<file path="config.mk">
export PLATFORM = sky130hd
export DESIGN_NAME = keypad_scanner
export DESIGN_NICKNAME = d
export VERILOG_FILES = /design/src/rtl/keypad_pkg.sv /design/src/rtl/keypad_debounce.sv /design/src/rtl/keypad_scanner.sv
export SDC_FILE = /design/constraint.sdc
export NUM_CORES = 1
export LEC_CHECK = 0
export ABC_AREA = 1
export CAP_MARGIN = 40
export CORE_MARGIN = 3
export CORE_UTILIZATION = 50
export DETAILED_ROUTE_END_ITERATION = 12
export PLACE_DENSITY = 0.72
export SYNTH_ARGS = -nofsm -noshare
export SYNTH_HDL_FRONTEND = slang
export SYNTH_HIERARCHICAL = 1
export SYNTH_SLANG_ARGS = --single-unit
</file>
<file path="constraint.sdc">
create_clock -name CLK -period 5.6 [get_ports CLK]
set_clock_uncertainty 0.2 [all_clocks]
set_input_delay 1.68 -clock CLK [delete_from_list [all_inputs] [get_ports CLK]]
set_output_delay 1.68 -clock CLK [all_outputs]
set_load 0.03 [all_outputs]
</file>
<file path="src/rtl/keypad_pkg.sv">
// Shared types and constants for the 4x4 matrix keypad front end.
// Key code = row*4 + col; codes 0-9 are digits, 10/11/12 are START/OK/RESET,
// and 13-15 are unused and decode as ERROR.
package keypad_pkg;

  localparam int unsigned ROWS        = 4;
  localparam int unsigned COLS        = 4;
  localparam int unsigned SLOT_CYCLES = 3;
  localparam int unsigned CODE_W      = 4;
  localparam int unsigned CNT_W       = 3;

  localparam logic [CODE_W-1:0] DIGIT_MAX = 4'd9;
  localparam logic [CODE_W-1:0] KEY_START = 4'd10;
  localparam logic [CODE_W-1:0] KEY_OK    = 4'd11;
  localparam logic [CODE_W-1:0] KEY_RESET = 4'd12;
  localparam logic [CODE_W-1:0] ERROR_NUM = 4'b1111;

  typedef enum logic [1:0] {
    RES_NONE  = 2'd0,
    RES_KEY   = 2'd1,
    RES_ERROR = 2'd2
  } res_kind_e;

  // One full-scan result: what was seen plus the key code when kind is KEY.
  typedef struct packed {
    res_kind_e         kind;
    logic [CODE_W-1:0] code;
  } scan_res_t;

  localparam scan_res_t SCAN_NONE = '{kind: RES_NONE, code: 4'd0};

  // Signals handed to the charger control FSM.
  typedef struct packed {
    logic              idle;
    logic [CODE_W-1:0] data;
    logic              start;
    logic              ok;
    logic              reset;
  } key_out_t;

  localparam key_out_t OUT_IDLE = '{idle: 1'b1, data: ERROR_NUM,
                                    start: 1'b0, ok: 1'b0, reset: 1'b0};

  // Map a committed result onto the output pattern.
  function automatic key_out_t decode_result(input scan_res_t r);
    key_out_t o;
    o = OUT_IDLE;
    if (r.kind != RES_NONE) begin
      o.idle = 1'b0;
      if (r.kind == RES_KEY) begin
        if (r.code <= DIGIT_MAX) begin
          o.data = r.code;
        end else begin
          o.start = (r.code == KEY_START);
          o.ok    = (r.code == KEY_OK);
          o.reset = (r.code == KEY_RESET);
        end
      end
    end
    return o;
  endfunction

  // Index of the lowest asserted bit; only meaningful when low != 0.
  function automatic logic [1:0] lowest_col(input logic [COLS-1:0] low);
    logic [1:0] c;
    if (low[0])      c = 2'd0;
    else if (low[1]) c = 2'd1;
    else if (low[2]) c = 2'd2;
    else             c = 2'd3;
    return c;
  endfunction

endpackage

</file>
<file path="src/rtl/keypad_debounce.sv">
// Debouncer operating on whole-scan results.
// Ports: clk, rst_n, scan_end (one-cycle strobe, scan_res valid),
//        scan_res (result of the scan just finished),
//        committed (debounced value), swap (high for the one cycle after a
//        key-to-key commit so the output stage can insert a NONE cycle).
// DEBOUNCE_SCANS must lie in 1..7; the count saturates at 7.
module keypad_debounce
  import keypad_pkg::*;
#(
  parameter int unsigned DEBOUNCE_SCANS = 2
) (
  input  logic      clk,
  input  logic      rst_n,
  input  logic      scan_end,
  input  scan_res_t scan_res,
  output scan_res_t committed,
  output logic      swap
);

  localparam logic [CNT_W-1:0] CNT_MAX = '1;
  localparam logic [CNT_W-1:0] CNT_REQ = CNT_W'(DEBOUNCE_SCANS);

  scan_res_t        cand_q, cand_d;
  scan_res_t        comm_q, comm_d;
  logic [CNT_W-1:0] cnt_q,  cnt_d;
  logic             swap_q, swap_d;

  // Candidate tracking and commit decision, evaluated once per scan.
  always_comb begin
    cand_d = cand_q;
    cnt_d  = cnt_q;
    comm_d = comm_q;
    swap_d = 1'b0;
    if (scan_end) begin
      if (scan_res == cand_q) begin
        if (cnt_q != CNT_MAX) cnt_d = cnt_q + CNT_W'(1);
      end else begin
        cand_d = scan_res;
        cnt_d  = CNT_W'(1);
      end
      if ((cnt_d >= CNT_REQ) && (cand_d != comm_q)) begin
        comm_d = cand_d;
        // Key replaced by key without a release in between.
        swap_d = (comm_q.kind == RES_KEY) && (cand_d.kind == RES_KEY);
      end
    end
  end

  always_ff @(posedge clk or negedge rst_n) begin
    if (!rst_n) begin
      cand_q <= SCAN_NONE;
      cnt_q  <= '0;
      comm_q <= SCAN_NONE;
      swap_q <= 1'b0;
    end else begin
      cand_q <= cand_d;
      cnt_q  <= cnt_d;
      comm_q <= comm_d;
      swap_q <= swap_d;
    end
  end

  assign committed = comm_q;
  assign swap      = swap_q;

endmodule

</file>
<file path="src/rtl/keypad_scanner.sv">
// 4x4 active-low matrix keypad scanner, debouncer and decoder for the coin
// charger control FSM.
// Ports: CLK (381 Hz), rst_n (async, active low), col_n (column sense,
//        pulled up), row_n (one-hot active-low row drive), data (digit or
//        4'b1111), idle, start, ok, reset (levels while key committed).
// Optional build macro KEYPAD_MULTIKEY_ERR_EN: a scan seeing more than one
// key yields ERROR. Without it the lowest key code in the scan wins.
module keypad_scanner
  import keypad_pkg::*;
#(
  parameter int unsigned DEBOUNCE_SCANS = 2
) (
  input  logic              CLK,
  input  logic              rst_n,
  input  logic [COLS-1:0]   col_n,
  output logic [ROWS-1:0]   row_n,
  output logic [CODE_W-1:0] data,
  output logic              idle,
  output logic              start,
  output logic              ok,
  output logic              reset
);

  localparam logic [1:0]      SLOT_LAST = 2'(SLOT_CYCLES - 1);
  localparam logic [1:0]      ROW_LAST  = 2'(ROWS - 1);
  localparam logic [ROWS-1:0] ROW_N_RST = 4'b1110;

  logic [1:0]        slot_q,  slot_d;
  logic [1:0]        row_q,   row_d;
  logic [ROWS-1:0]   row_n_q, row_n_d;
  logic [COLS-1:0]   sync1_q, sync2_q;
  logic              found_q, found_d;
  logic [CODE_W-1:0] code_q,  code_d;
`ifdef KEYPAD_MULTIKEY_ERR_EN
  logic              multi_q, multi_d;
  logic              multi_acc_c;
`endif
  key_out_t          out_q,   out_d;

  logic [COLS-1:0]   low_c;
  logic              sample_c;
  logic              scan_end_c;
  logic              found_acc_c;
  logic [CODE_W-1:0] code_acc_c;
  scan_res_t         scan_res_c;
  scan_res_t         committed;
  logic              swap;

  // Row sequencer: 3-cycle slots, rows 0..3, drive updated with the counters.
  always_comb begin
    slot_d = slot_q + 2'd1;
    row_d  = row_q;
    if (slot_q == SLOT_LAST) begin
      slot_d = 2'd0;
      row_d  = (row_q == ROW_LAST) ? 2'd0 : row_q + 2'd1;
    end
    row_n_d = ~(ROWS'(1) << row_d);
  end

  // Sync output at slot cycle 2 reflects col_n from slot cycle 0.
  assign low_c      = ~sync2_q;
  assign sample_c   = (slot_q == SLOT_LAST);
  assign scan_end_c = sample_c && (row_q == ROW_LAST);

  // Fold this row's sample into the running scan; first hit is lowest code.
  always_comb begin
    found_acc_c = found_q;
    code_acc_c  = code_q;
`ifdef KEYPAD_MULTIKEY_ERR_EN
    multi_acc_c = multi_q;
`endif
    if (sample_c && (|low_c)) begin
      if (!found_q) begin
        found_acc_c = 1'b1;
        code_acc_c  = {row_q, lowest_col(low_c)};
      end
`ifdef KEYPAD_MULTIKEY_ERR_EN
      if (found_q || ((low_c & (low_c - COLS'(1))) != '0)) multi_acc_c = 1'b1;
`endif
    end
  end

  // Result of the scan completing this cycle.
  always_comb begin
    scan_res_c = SCAN_NONE;
    if (found_acc_c) begin
      scan_res_c.kind = RES_KEY;
      scan_res_c.code = code_acc_c;
`ifdef KEYPAD_MULTIKEY_ERR_EN
      if (multi_acc_c) begin
        scan_res_c.kind = RES_ERROR;
        scan_res_c.code = ERROR_NUM;
      end
`endif
    end
  end

  // Accumulator restarts empty at every scan boundary.
  always_comb begin
    found_d = found_acc_c;
    code_d  = code_acc_c;
`ifdef KEYPAD_MULTIKEY_ERR_EN
    multi_d = multi_acc_c;
`endif
    if (scan_end_c) begin
      found_d = 1'b0;
      code_d  = '0;
`ifdef KEYPAD_MULTIKEY_ERR_EN
      multi_d = 1'b0;
`endif
    end
  end

  keypad_debounce #(
    .DEBOUNCE_SCANS (DEBOUNCE_SCANS)
  ) u_debounce (
    .clk       (CLK),
    .rst_n     (rst_n),
    .scan_end  (scan_end_c),
    .scan_res  (scan_res_c),
    .committed (committed),
    .swap      (swap)
  );

  // A key-to-key commit shows one cycle of the idle pattern first.
  always_comb begin
    out_d = decode_result(committed);
    if (swap) out_d = OUT_IDLE;
  end

  always_ff @(posedge CLK or negedge rst_n) begin
    if (!rst_n) begin
      slot_q  <= '0;
      row_q   <= '0;
      row_n_q <= ROW_N_RST;
      sync1_q <= '1;
      sync2_q <= '1;
      found_q <= 1'b0;
      code_q  <= '0;
`ifdef KEYPAD_MULTIKEY_ERR_EN
      multi_q <= 1'b0;
`endif
      out_q   <= OUT_IDLE;
    end else begin
      slot_q  <= slot_d;
      row_q   <= row_d;
      row_n_q <= row_n_d;
      sync1_q <= col_n;
      sync2_q <= sync1_q;
      found_q <= found_d;
      code_q  <= code_d;
`ifdef KEYPAD_MULTIKEY_ERR_EN
      multi_q <= multi_d;
`endif
      out_q   <= out_d;
    end
  end

  assign row_n = row_n_q;
  assign data  = out_q.data;
  assign idle  = out_q.idle;
  assign start = out_q.start;
  assign ok    = out_q.ok;
  assign reset = out_q.reset;

endmodule
</file>
==> flow_summary.json <==
{
  "synth.distinct_cells": 27,
  "start_kind": "flop",
  "coreArea_um2": 3740,
  "run_status": "complete, no violations",
  "clock_latency_ns": 0.30,
  "syn2layout_area_growth_pct": 17.7,
  "die_area_um2": 4770,
  "setup.worst_path.start": "row_n[1]",
  "finalNetCount": 253,
  "yosys_warnings": 6,
  "dp_cells": 286,
  "min_period_over_period": 0.599,
  "rows": 22,
  "crit_chain": "clkdlybuf4s50_1",
  "slew_headroom": 0.655,
  "powerDensity_nw_per_um2": 312,
  "initial_core_util": 0.531,
  "path_buf_inv": 1,
  "maxSlewViolCount": 0,
  "holdWs_ns": 0.157,
  "cp.arrival_ns": 1.48,
  "synthCells": 217,
  "slowest_delay_ns": 0.66,
  "wirelength_mm": 3.09,
  "synth.top_cell.area_share": 0.365,
  "grt_max_degree": 31,
  "design_area_um2": 2340,
  "ioPinCount": 18,
  "synth_top_cell_by_area": "dfrtp_1",
  "gp_congestion": 0.759,
  "wire_per_inst_um": 10.5,
  "setup_ws_ns": 2.24,
  "netlist_area_um2": 1990,
  "seqCellArea_um2": 1150,
  "drtIter0Drc": 92,
  "setup_viol": 0,
  "die_height_um": 69.1,
  "max_cap_violations": 0,
  "drt-pass1-iter-count": 4,
  "layout.cells.non_filler": 294,
  "post-cts-setup-buffers": 0,
  "grt_pass1_vias": 1280,
  "numCtsBuffers": 5,
  "fin_util": 0.625,
  "grt_pass1_wl_mm": 5.60,
  "crit_required_ns": 3.72,
  "critPathMaxFanout": 1,
  "numPortBuffers": 17,
  "irDropWorstVdd_mv": 0.175,
  "power_mw": 0.730,
  "clockBufferDepth": 2,
  "num_vias": 1423,
  "root_buffer": "clkbuf_8",
  "hold_violations": 0,
  "dp_hpwl_mm": 2.20,
  "max_freq_mhz": 298,
  "rsz0062_at_grt": "false",
  "tns_ns": 0,
  "leakagePower_nw": 1.11,
  "fillers": 319,
  "dp_slack_ns": 2.56,
  "hold_class": "reg2reg",
  "clk_pin_slew_ns": 0.08,
  "postRouteAntennaNets": 0,
  "ys_ff_latch": 45,
  "worstSetupEndpointType": "primary output",
  "drive_gt1_frac": 0.187,
  "syn_avg_cell_area_um2": 9.16,
  "vias_per_cell": 4.84,
  "period_needed_ns": 3.36,
  "dpl_cell_area_um2": 2250,
  "yosys-top-cells-area": "dfrtp_1, dfstp_2, nand2_1",
  "critical_path_class": "reg2out",
  "cts.sinks": 45,
  "worstMarginPinSlew_ns": 0.517,
  "cts_tree": "built",
  "grt_usage": 0.147,
  "grt-ovfl-total": 0,
  "multiInputGateArea_um2": 747,
  "die_w_um": 69.1,
  "cts_hold_buf": 0,
  "ctsResizeCount": 0,
  "drc": 0,
  "crit_family": "buffers and inverters",
  "cpMaxStageDelayCell": "clkdlybuf4s50_1",
  "diodes": 0,
  "cts_max_level": 2,
  "min-delay-start": "sync1_q[3]",
  "antenna_found_initial": 0,
  "ys_seq_area_frac": 0.576,
  "timing.rr.start": "sync2_q[0]"
}
-- cell usage in the layout, fill, tap and decap left out, types with 2 or more instances in the layout --
cell type        Yosys  routed
nand2_1             69      69
dfrtp_1             29      29
inv_1               21      21
dfstp_2             16      16
clkdlybuf4s50_1      0      16
nor2_1              13      13
o21ai_0             12      12
a21oi_1              9       9
inv_2                6       6
clkbuf_8             0       6
conb_1               1       6
xor2_1               6       6
nand4_1              6       6
nand3_1              4       4
nor4_1               3       3
o21ai_2              3       3
nor2_2               3       3
nor2_4               2       2
ha_1                 2       2
o31ai_1              2       2
-- final timing paths --
kind,slack (ns),cells after the start,endpoint
max in group asynchronous,3.56,2,idle
worst max register to register,2.93,13,u_debounce/committed[1]
worst min register to register,0.16,0,sync2_q[3]
min in group asynchronous,1.09,1,row_n[0]
worst max-delay path,2.24,1,row_n[1]
worst min-delay path,0.16,0,sync2_q[3]
-- cell type report --
type	instances	area share
clock buffer	7	0.0369
clock inverter	1	0.00321
inverter	27	0.0433
multi-input combinational	147	0.319
sequential	45	0.490
tap	48	0.0257
timing repair buffer	19	0.0823
-- cell families (layout without fill, tap and decap cells) --
kind of cell,after synthesis,count (layout),synth area share
adders and majority gates,2,2,0.0126
xor gates and xnor gates,6,6,0.0264
and+or+nand+nor,106,106,0.244
DFF,45,45,0.576
other,1,6,0.00189
AOI/OAI and AO/OA,27,27,0.0818
buffers and inverters,30,54,0.0573
-- cells in the mapped netlist, drive strengths merged --
cell / n
inv: 27
dfrtp: 29
xor2: 6
ha: 2
o21ai: 15
or2: 2
a21oi: 10
nor2: 18
dfstp: 16
nand3: 6
nand4: 6
o31ai: 2
conb: 1
nor4: 3
clkbuf: 2
or3: 1
buf: 1
nand2: 70
-- registers in the layout, summed over array words and instances (netlist names) --
name,flops
reset,1
data,4
u_debounce/committed,6
u_debounce/cand_q,6
slot_q,2
u_debounce/swap,1
row_n,4
start,1
code_q,4
row_q,2
idle,1
sync1_q,4
u_debounce/cnt_q,3
found_q,1
ok,1
sync2_q,4
-- worst register-to-register path, stage by stage (launching register included) --
cell     delay (ns)
dfstp_2        0.53
nand2_1        0.09
o21ai_2        0.23
nand2_1        0.09
a21oi_1        0.45
inv_2          0.04
nand2_1        0.06
nand2_1        0.06
nor2_2         0.12
nand3_2        0.14
a21oi_4        0.25
nand3_4        0.15
nand2_1        0.10
nand2_1        0.05
-- per-layer routing --
metal	track usage	wire length (µm)
met1	0.186	1430
met2	0.235	1460
met3	0.0539	163
met4	0.0456	34
met5	0	0
-- where the power goes --
part / switching (mW) / internal, mW / total, mW
clock network: 0.104 / 0.100 / 0.204
registers: 0.0185 / 0.369 / 0.387
logic: 0.0854 / 0.0533 / 0.139
total: 0.208 / 0.522 / 0.730
No activity file was read; power rests on OpenSTA's default activity.
